===== src/rtl/multicycle_controller.sv =====
// rtl/multicycle_controller.sv - multi-cycle MIPS control FSM with retire counter (optional JAL_SUPPORT_EN)
module multicycle_controller #(
    parameter int CNT_W           = 32,
    parameter bit MEM_HANDSHAKE   = 1'b1,
    parameter bit TRAP_ON_ILLEGAL = 1'b1
) (
    input  logic             clk,
    input  logic             rst_n,
    input  logic [5:0]       opcode,
    input  logic [5:0]       funct,
    input  logic             zero,
    input  logic             mem_ready,
    output logic             pc_write,
    output logic             ir_write,
    output logic [1:0]       npc_sel,
    output logic             mem_read,
    output logic             mem_write,
    output logic             reg_write,
    output logic [1:0]       reg_dst,
    output logic [1:0]       reg_src,
    output logic             alu_src,
    output logic [1:0]       alu_ctl,
    output logic [1:0]       ext_op,
    output logic             illegal,
    output logic             instr_retired,
    output logic [CNT_W-1:0] instr_count
);

    localparam logic [5:0] OP_RTYPE = 6'b000000;
    localparam logic [5:0] OP_ORI   = 6'b001101;
    localparam logic [5:0] OP_LW    = 6'b100011;
    localparam logic [5:0] OP_SW    = 6'b101011;
    localparam logic [5:0] OP_BEQ   = 6'b000100;
    localparam logic [5:0] OP_LUI   = 6'b001111;
    localparam logic [5:0] OP_J     = 6'b000010;
`ifdef JAL_SUPPORT_EN
    localparam logic [5:0] OP_JAL   = 6'b000011;
`endif
    localparam logic [5:0] FN_ADDU  = 6'b100001;
    localparam logic [5:0] FN_SUBU  = 6'b100011;

    typedef enum logic [3:0] {
        S_IDLE,
        S_FETCH,
        S_DECODE,
        S_EXE,
        S_MEM,
        S_WB,
        S_BRANCH,
        S_JUMP,
        S_TRAP
    } state_t;

    state_t state, state_nxt;

    logic is_rtype, is_addu, is_subu, is_ori, is_lw, is_sw;
    logic is_beq, is_lui, is_j, is_jal, is_imm, is_legal;
    logic mem_ok;

    always_comb begin
        is_rtype = (opcode == OP_RTYPE);
        is_addu  = is_rtype && (funct == FN_ADDU);
        is_subu  = is_rtype && (funct == FN_SUBU);
        is_ori   = (opcode == OP_ORI);
        is_lw    = (opcode == OP_LW);
        is_sw    = (opcode == OP_SW);
        is_beq   = (opcode == OP_BEQ);
        is_lui   = (opcode == OP_LUI);
        is_j     = (opcode == OP_J);
`ifdef JAL_SUPPORT_EN
        is_jal   = (opcode == OP_JAL);
`else
        is_jal   = 1'b0;
`endif
        is_imm   = is_ori || is_lui || is_lw || is_sw;
        is_legal = is_addu || is_subu || is_imm || is_beq || is_j || is_jal;
    end

    // Without the handshake every memory access completes in its first cycle.
    assign mem_ok = MEM_HANDSHAKE ? mem_ready : 1'b1;

    always_ff @(posedge clk or negedge rst_n) begin
        if (!rst_n) begin
            state       <= S_IDLE;
            instr_count <= '0;
        end else begin
            state <= state_nxt;
            if (instr_retired) begin
                instr_count <= instr_count + 1'b1;
            end
        end
    end

    always_comb begin
        state_nxt     = state;
        pc_write      = 1'b0;
        ir_write      = 1'b0;
        npc_sel       = 2'b00;
        mem_read      = 1'b0;
        mem_write     = 1'b0;
        reg_write     = 1'b0;
        reg_dst       = 2'b00;
        reg_src       = 2'b00;
        alu_src       = 1'b0;
        alu_ctl       = 2'b00;
        ext_op        = 2'b00;
        illegal       = 1'b0;
        instr_retired = 1'b0;

        case (state)
            S_IDLE: begin
                state_nxt = S_FETCH;
            end
            S_FETCH: begin
                mem_read = 1'b1;
                if (mem_ok) begin
                    ir_write  = 1'b1;
                    pc_write  = 1'b1;
                    npc_sel   = 2'b00;
                    state_nxt = S_DECODE;
                end
            end
            S_DECODE: begin
                if (is_beq) begin
                    state_nxt = S_BRANCH;
                end else if (is_j || is_jal) begin
                    state_nxt = S_JUMP;
                end else if (is_legal) begin
                    state_nxt = S_EXE;
                end else begin
                    // Illegal encodings either park or are silently dropped without retiring.
                    state_nxt = TRAP_ON_ILLEGAL ? S_TRAP : S_FETCH;
                end
            end
            S_EXE: begin
                alu_src = is_imm;
                if (is_subu) begin
                    alu_ctl = 2'b01;
                end else if (is_ori) begin
                    alu_ctl = 2'b10;
                end else if (is_lui) begin
                    alu_ctl = 2'b11;
                end
                if (is_lw || is_sw) begin
                    ext_op = 2'b01;
                end else if (is_lui) begin
                    ext_op = 2'b10;
                end
                state_nxt = (is_lw || is_sw) ? S_MEM : S_WB;
            end
            S_MEM: begin
                if (is_sw) begin
                    mem_write = 1'b1;
                end else begin
                    mem_read = 1'b1;
                end
                if (mem_ok) begin
                    if (is_sw) begin
                        instr_retired = 1'b1;
                        state_nxt     = S_FETCH;
                    end else begin
                        state_nxt = S_WB;
                    end
                end
            end
            S_WB: begin
                reg_write     = 1'b1;
                reg_dst       = is_rtype ? 2'b01 : 2'b00;
                reg_src       = is_lw ? 2'b01 : 2'b00;
                instr_retired = 1'b1;
                state_nxt     = S_FETCH;
            end
            S_BRANCH: begin
                alu_ctl       = 2'b01;
                npc_sel       = 2'b01;
                pc_write      = zero;
                instr_retired = 1'b1;
                state_nxt     = S_FETCH;
            end
            S_JUMP: begin
                npc_sel       = 2'b10;
                pc_write      = 1'b1;
                instr_retired = 1'b1;
`ifdef JAL_SUPPORT_EN
                // jal links PC+4 into $31 in the same cycle as the jump.
                if (is_jal) begin
                    reg_write = 1'b1;
                    reg_dst   = 2'b10;
                    reg_src   = 2'b10;
                end
`endif
                state_nxt = S_FETCH;
            end
            S_TRAP: begin
                illegal = 1'b1;
            end
            default: begin
                state_nxt = S_IDLE;
            end
        endcase
    end

endmodule


===== config.mk =====
export PLATFORM = sky130hd
export DESIGN_NAME = multicycle_controller
export DESIGN_NICKNAME = d
export VERILOG_FILES = /design/src/rtl/multicycle_controller.sv
export SDC_FILE = /design/constraint.sdc
export NUM_CORES = 1
export LEC_CHECK = 0
export BUFFER_PORTS_ARGS = -buffer_cell sky130_fd_sc_hd__buf_2
export CAP_MARGIN = 15
export CORE_MARGIN = 5
export CORE_UTILIZATION = 54
export CTS_CLUSTER_DIAMETER = 80
export DETAILED_ROUTE_END_ITERATION = 10
export PLACE_DENSITY = 0.85
export SYNTH_ARGS = -nofsm -noshare
export SYNTH_HDL_FRONTEND = slang
export SYNTH_SLANG_ARGS = --single-unit

===== constraint.sdc =====
create_clock -name clk -period 2.8 [get_ports clk]
set_clock_uncertainty 0.1 [all_clocks]
set_input_delay 0.14 -clock clk [delete_from_list [all_inputs] [get_ports clk]]
set_output_delay 0.14 -clock clk [all_outputs]
set_load 0.02 [all_outputs]

==> results of run 1 <==
kinds of logic after synthesis:
logic type / count (synthesis) / share of synthesized area [%]
adders and majority gates: 1 / 0.644
and+or+nand+nor: 94 / 27.8
DFF: 36 / 46.4
AOI/OAI and AO/OA: 16 / 6.63
xor gates and xnor gates: 32 / 14.4
other: 1 / 0.193
muxes: 2 / 1.09
buffers and inverters: 11 / 2.83
synth_stat cells (all sizes together) (2+ instances only):
library cell and instances:
and4 3, a211oi 2, dfrtp 36, nand4 11, nor2b 6, a21oi 3, and2 5, nor3 12
o21ai 3, nor4 3, xnor2 27, nand3 17, nand2b 2, buf 6, inv 2, and3 10
nor2 8, nand2 12, clkbuf 3, xor2 5
per-stage QoR:
step,total power [W],std cells,setup slack [ns]
2_1_floorplan,0.000989,194,0.686
3_3_place_gp,0.00111,296,0.710
3_5_place_dp,0.00113,296,0.594
4_1_cts,0.00138,304,0.530
5_1_grt,0.00145,304,0.305
6_report,0.00137,304,0.525
routing by layer:
layer,part of all wire (%),up-vias,track usage (%)
li1,-,815,-
met1,42,823,22.6
met2,50,54,31.0
met3,6.5,6,5.31
met4,1.2,0,5.32
met5,0,-,0
area by class of cell:
| cell class | instances | area, um2 |
|---|---|---|
| fill | 288 | 1070 |
| multi-input combinational | 147 | 991 |
| sequential | 36 | 901 |
| timing repair buffer | 66 | 340 |
| tap | 46 | 57.6 |
| clock buffer | 6 | 41.3 |
| inverter | 2 | 7.51 |
| clock inverter | 1 | 5.00 |
sequential cells by signal, indices dropped and copies added (netlist names):
| signal | flops |
|---|---|
| instr_count | 32 |
| state | 4 |
worst paths after layout:
kind | start | end | slack [ns]
worst max-delay path | state[0] | alu_ctl[0] | 0.52
worst min-delay path | mem_ready | state[1] | 0.06
worst max register to register | state[2] | instr_count[11] | 0.55
worst min register to register | instr_count[31] | instr_count[31] | 0.38
max in group asynchronous | rst_n | instr_count[0] | 1.81
min in group asynchronous | rst_n | instr_count[29] | 0.31
repair_timing:
action | 4_1_cts | 5_1_grt
endpoints found under the hold margin | 36 | 0
resized for setup | 0 | 0
hold buffers | 1 | 0
worst max-delay path, cell delays in order, from the launching register on:
cell and delay, ns:
dfrtp_1 0.59, nand2_1 0.17, nor3_1 0.27, and4_1 0.26
and2_1 0.15, a311o_1 0.11, buf_2 0.16
where the power goes:
part           switching [W]  total [W]  internal [W]
sequential          0.000116   0.000688      0.000572
combinational       0.000257   0.000437      0.000180
clock               0.000152   0.000244     0.0000924
total               0.000525    0.00137      0.000844
==> flow_summary.ini, run 1 <==
[layout]
drive_above_1_share_pct = 30.2
layout_commonest_cell = buf_2
diodes = 0
final_util_pct = 68.6
nets = 275
area_delta_synth_final_pct = 20.6
most-common-layout-cells = 63 x buf_2, 36 x dfrtp_1, 27 x xnor2_1
design_area_um2 = 2340

[sta]
max_freq_ghz = 0.440
min_period_over_period_pct = 81.3
period_needed_ns = 2.28
finalHoldViolations = 0
hold_slack_ns = 0.0599
fin_setup_tns_ns = 0
setup_viol = 0
tightest_slew_ns = 0.754
slew_violations = 0
grt_setup_unrepaired = no
slew-limit-headroom_pct = 49.8

[drt]
drt_wl_total_mm = 4.37
drc = 0
ant_nets = 0
drtIter0Drc = 122
vias_per_cell = 5.59
vias = 1698
wire_per_inst_um = 14.4
first_pass_iters = 4

[power]
peakVddDrop_mv = 0.452
power.density_nw_per_um2 = 584
p_leak_nw = 1.19

[die]
die_w_um = 70.0
die_area_um2 = 4900
ios = 66
fp.dieH_um = 70.0
core.rowCount = 21
core_area_um2 = 3420
start_util_pct = 56.9

[grt]
first_global_vias = 1642
grt_pass1_wl_mm = 7.41
antenna_found_initial = 0
grt_max_degree = 37
grt_util_all_layers_pct = 18.3
grt_overflow_total = 0

[synth]
synth_warnings = 0
ys_ff_latch = 36
yosysUniqueCellTypes = 41
synthFlopType = dfrtp_1
syn_avg_cell_area_um2 = 10.1
synth-async-reset-ratio_pct = 100
yosys.area.top_type_share_pct = 46.4
synth_area_leader_cell = dfrtp_1
synth_edf_count = 0
synth_area_leaders = dfrtp_1 46%, xnor2_1 12%, nand3_1 4.4%
yosysSeqAreaShare_pct = 46.4
postSynthCellCount = 193
syn_area_um2 = 1940

[cts]
cts_inserted_buffers = 5
cts_sinks = 36
clk_pin_slew_ns = 0.09
postCtsSetupBuffers = 0
clock-root-buffer = clkbuf_4
clk_latency_ns = 0.33
cts_tree = done
clockBufferDepth = 2
ctsHtreeMaxLevel = 2

[worst_setup_path]
end_kind = primary output
critPathKind = reg -> out
critPathMaxFanout = 11
arrival_ns = 2.04
cp-start-kind = flop
required_ns = 2.56
rr_worst_depth = 5

[outcome]
status = completed

[placed_design]
io_buffers = 63
globalplace.congestion = 0.850
place_area_um2 = 2290
hpwl_mm = 3.37

[worst_hold_path]
hold_path.class = in -> reg
worstHoldPathCells = 3

[run]
drv_cap = 0
(Power assumes the default switching activity.)
==> run 2: changes to the inputs <==
Settings changed: CORE_UTILIZATION 54 to 45, PLACE_DENSITY 0.85 to 0.76.
Clock period 2.8 ns to 2 ns, I/O delays scaled along.
==> run 2 against run 1 <==
Effect of this change:
- clock-buffer cell count rose by 1
- setup slack got worse by 0.40 ns
- cell count is 4.3% higher
- critical path depth unchanged
- design area is 6.8% higher
- via count is 1.0% lower
- clock power rose to 2.8 times the previous value
- total power up 70%
- register-to-register slack worse by 0.35 ns
- largest cell class unchanged
- highest routed layer unchanged
==> flow_summary.ini, run 2 (same netlist as run 1, synthesis figures left out) <==
[worst_setup_path]
cp_slowest_cell = dfrtp_1
path_cells = nand2_2, nor3_4, and4_2, and2_1, a311o_1, buf_2
cp-start-kind = flop
critPathKind = reg -> out
r2r_slack_ns = 0.20
arrival_ns = 1.68
rr_worst_depth = 5
critPathMaxStageDelay_ns = 0.40
required_ns = 1.80
rr_startpoint = state[2]
rr_endpoint = instr_count[17]
critPathMaxFanout = 3
end_kind = primary output

[worst_hold_path]
hp-start = mem_ready
holdPathEnd = state[1]
hold_path.class = in -> reg
worstHoldPathCells = 3

[drt]
first_pass_iters = 4
vias = 1681
drtIter0Drc = 151
ant_nets = 0
drt_wl_total_mm = 4.28
vias_per_cell = 5.30
wire_per_inst_um = 13.5
drc = 0

[layout]
seqCellArea_um2 = 901
fillers = 365
final_util_pct = 61.3
area_delta_synth_final_pct = 28.8
drive_above_1_share_pct = 34.1
most-common-layout-cells = 63 x buf_2, 36 x dfrtp_1, 27 x xnor2_1
reg.largest.list = instr_count x32, state x4
regMostFlops = instr_count
nets = 283
multi_input_area_um2 = 1010
largest_reg_flops = 32
diodes = 0
layout_commonest_cell = buf_2

[sta]
fin_setup_tns_ns = 0
grt_setup_unrepaired = no
min_period_over_period_pct = 93.8
finalHoldViolations = 0
period_needed_ns = 1.88
slew_violations = 0
setup_viol = 0
max_freq_ghz = 0.533
tightest_slew_ns = 0.769
slew-limit-headroom_pct = 48.7

[cts]
cts_tree = done
clock-root-buffer = clkbuf_8
clockBufferDepth = 2
clk_pin_slew_ns = 0.07
ctsHtreeMaxLevel = 2
postCtsSetupBuffers = 0
cts_sinks = 36
cts_inserted_buffers = 5
clk_latency_ns = 0.29

[power]
power.switching_w = 0.000777
p_leak_nw = 1.27
power.total_w = 0.00232
seqPwrFrac_pct = 38.2
p_int_w = 0.00155
power.density_nw_per_um2 = 928
combPwrFrac_pct = 32.1
peakVddDrop_mv = 0.563
p_sw_share_pct = 33.4
clkPwrFrac_pct = 29.7

[die]
die_area_um2 = 5730
core.rowCount = 23
start_util_pct = 47.6
core_area_um2 = 4090
ios = 66
die_w_um = 75.7
fp.dieH_um = 75.7

[grt]
first_global_vias = 1608
grt_util_all_layers_pct = 16.2
grt_max_degree = 37
grt_overflow_total = 0
grt_pass1_wl_mm = 7.10
antenna_found_initial = 0

[placed_design]
io_buffers = 63
globalplace.congestion = 0.868
hpwl_mm = 3.30

[outcome]
status = completed

[run]
drv_cap = 0
-- run 2: cell count changes in the layout (fill, tap and decap cells not counted), sizes merged --
cell,delta
buf,+8
bufinv,+1
clkbuf,+1
clkinv,-1
-- run 2: per-layer routing --
metal	routed length, um	share of wire [%]	track usage [%]	vias up
li1	-	-	-	835
met1	1920	45	21.3	784
met2	1980	46	25.3	55
met3	314	7.3	3.83	7
met4	70	1.6	7.38	0
met5	0	0	0	-
-- run 2: area by class of cell --
class	count	share of cell area, %
clock buffers	7	3.85
clock inverters	1	1.20
inverters	2	0.300
multi-input cells	147	40.2
flip-flops and latches	36	36.0
well taps	50	2.50
repair buffers	74	16.0
-- run 2: repair_timing --
action,CTS,global route
endpoints found under the hold margin,36,0
pin swaps,0,0
resized for setup,1,2
hold buffers,1,0
endpoints found under the setup margin,1,1
-- run 2: worst max path at each step --
stage                    from              end  slack [ns]  depth (start not counted)
5_1_grt              state[0]         pc_write        0.02                          6
4_1_cts              state[1]       alu_ctl[0]        0.07                          6
6_report             state[1]       alu_ctl[0]        0.12                          6
3_3_place_gp   instr_count[3]  instr_count[17]        0.23                          5
3_5_place_dp   instr_count[3]  instr_count[17]        0.25                          5
2_1_floorplan        state[1]       alu_ctl[0]        0.01                          6
-- run 2: worst max-delay path, delay by kind of cell, from the launching register on --
family	cells	cell delay (ns)
flip-flops	1	0.40
buffers and inverters	1	0.16
AO/OA/AOI/OAI	1	0.26
AND/OR/NAND/NOR	4	0.56
-- run 2: power groups by stage --
stage          clock [W]  combinational [W]  sequential, W
5_1_grt         0.000736           0.000825       0.000902
6_report        0.000689           0.000746       0.000887
3_3_place_gp           0           0.000740       0.000888
4_1_cts         0.000709           0.000751       0.000879
3_5_place_dp           0           0.000747       0.000887
2_1_floorplan          0           0.000458       0.000929
-- run 2: metrics by stage --
step	hold slack [ns]	instance area [um2]	setup slack, ns	cells
2_1_floorplan	-0.296	1950	0.0126	194
3_3_place_gp	0.125	2350	0.231	308
3_5_place_dp	0.129	2350	0.246	308
4_1_cts	0.0456	2490	0.0679	317
5_1_grt	0.0602	2500	0.0165	317
6_report	0.0583	2500	0.125	317
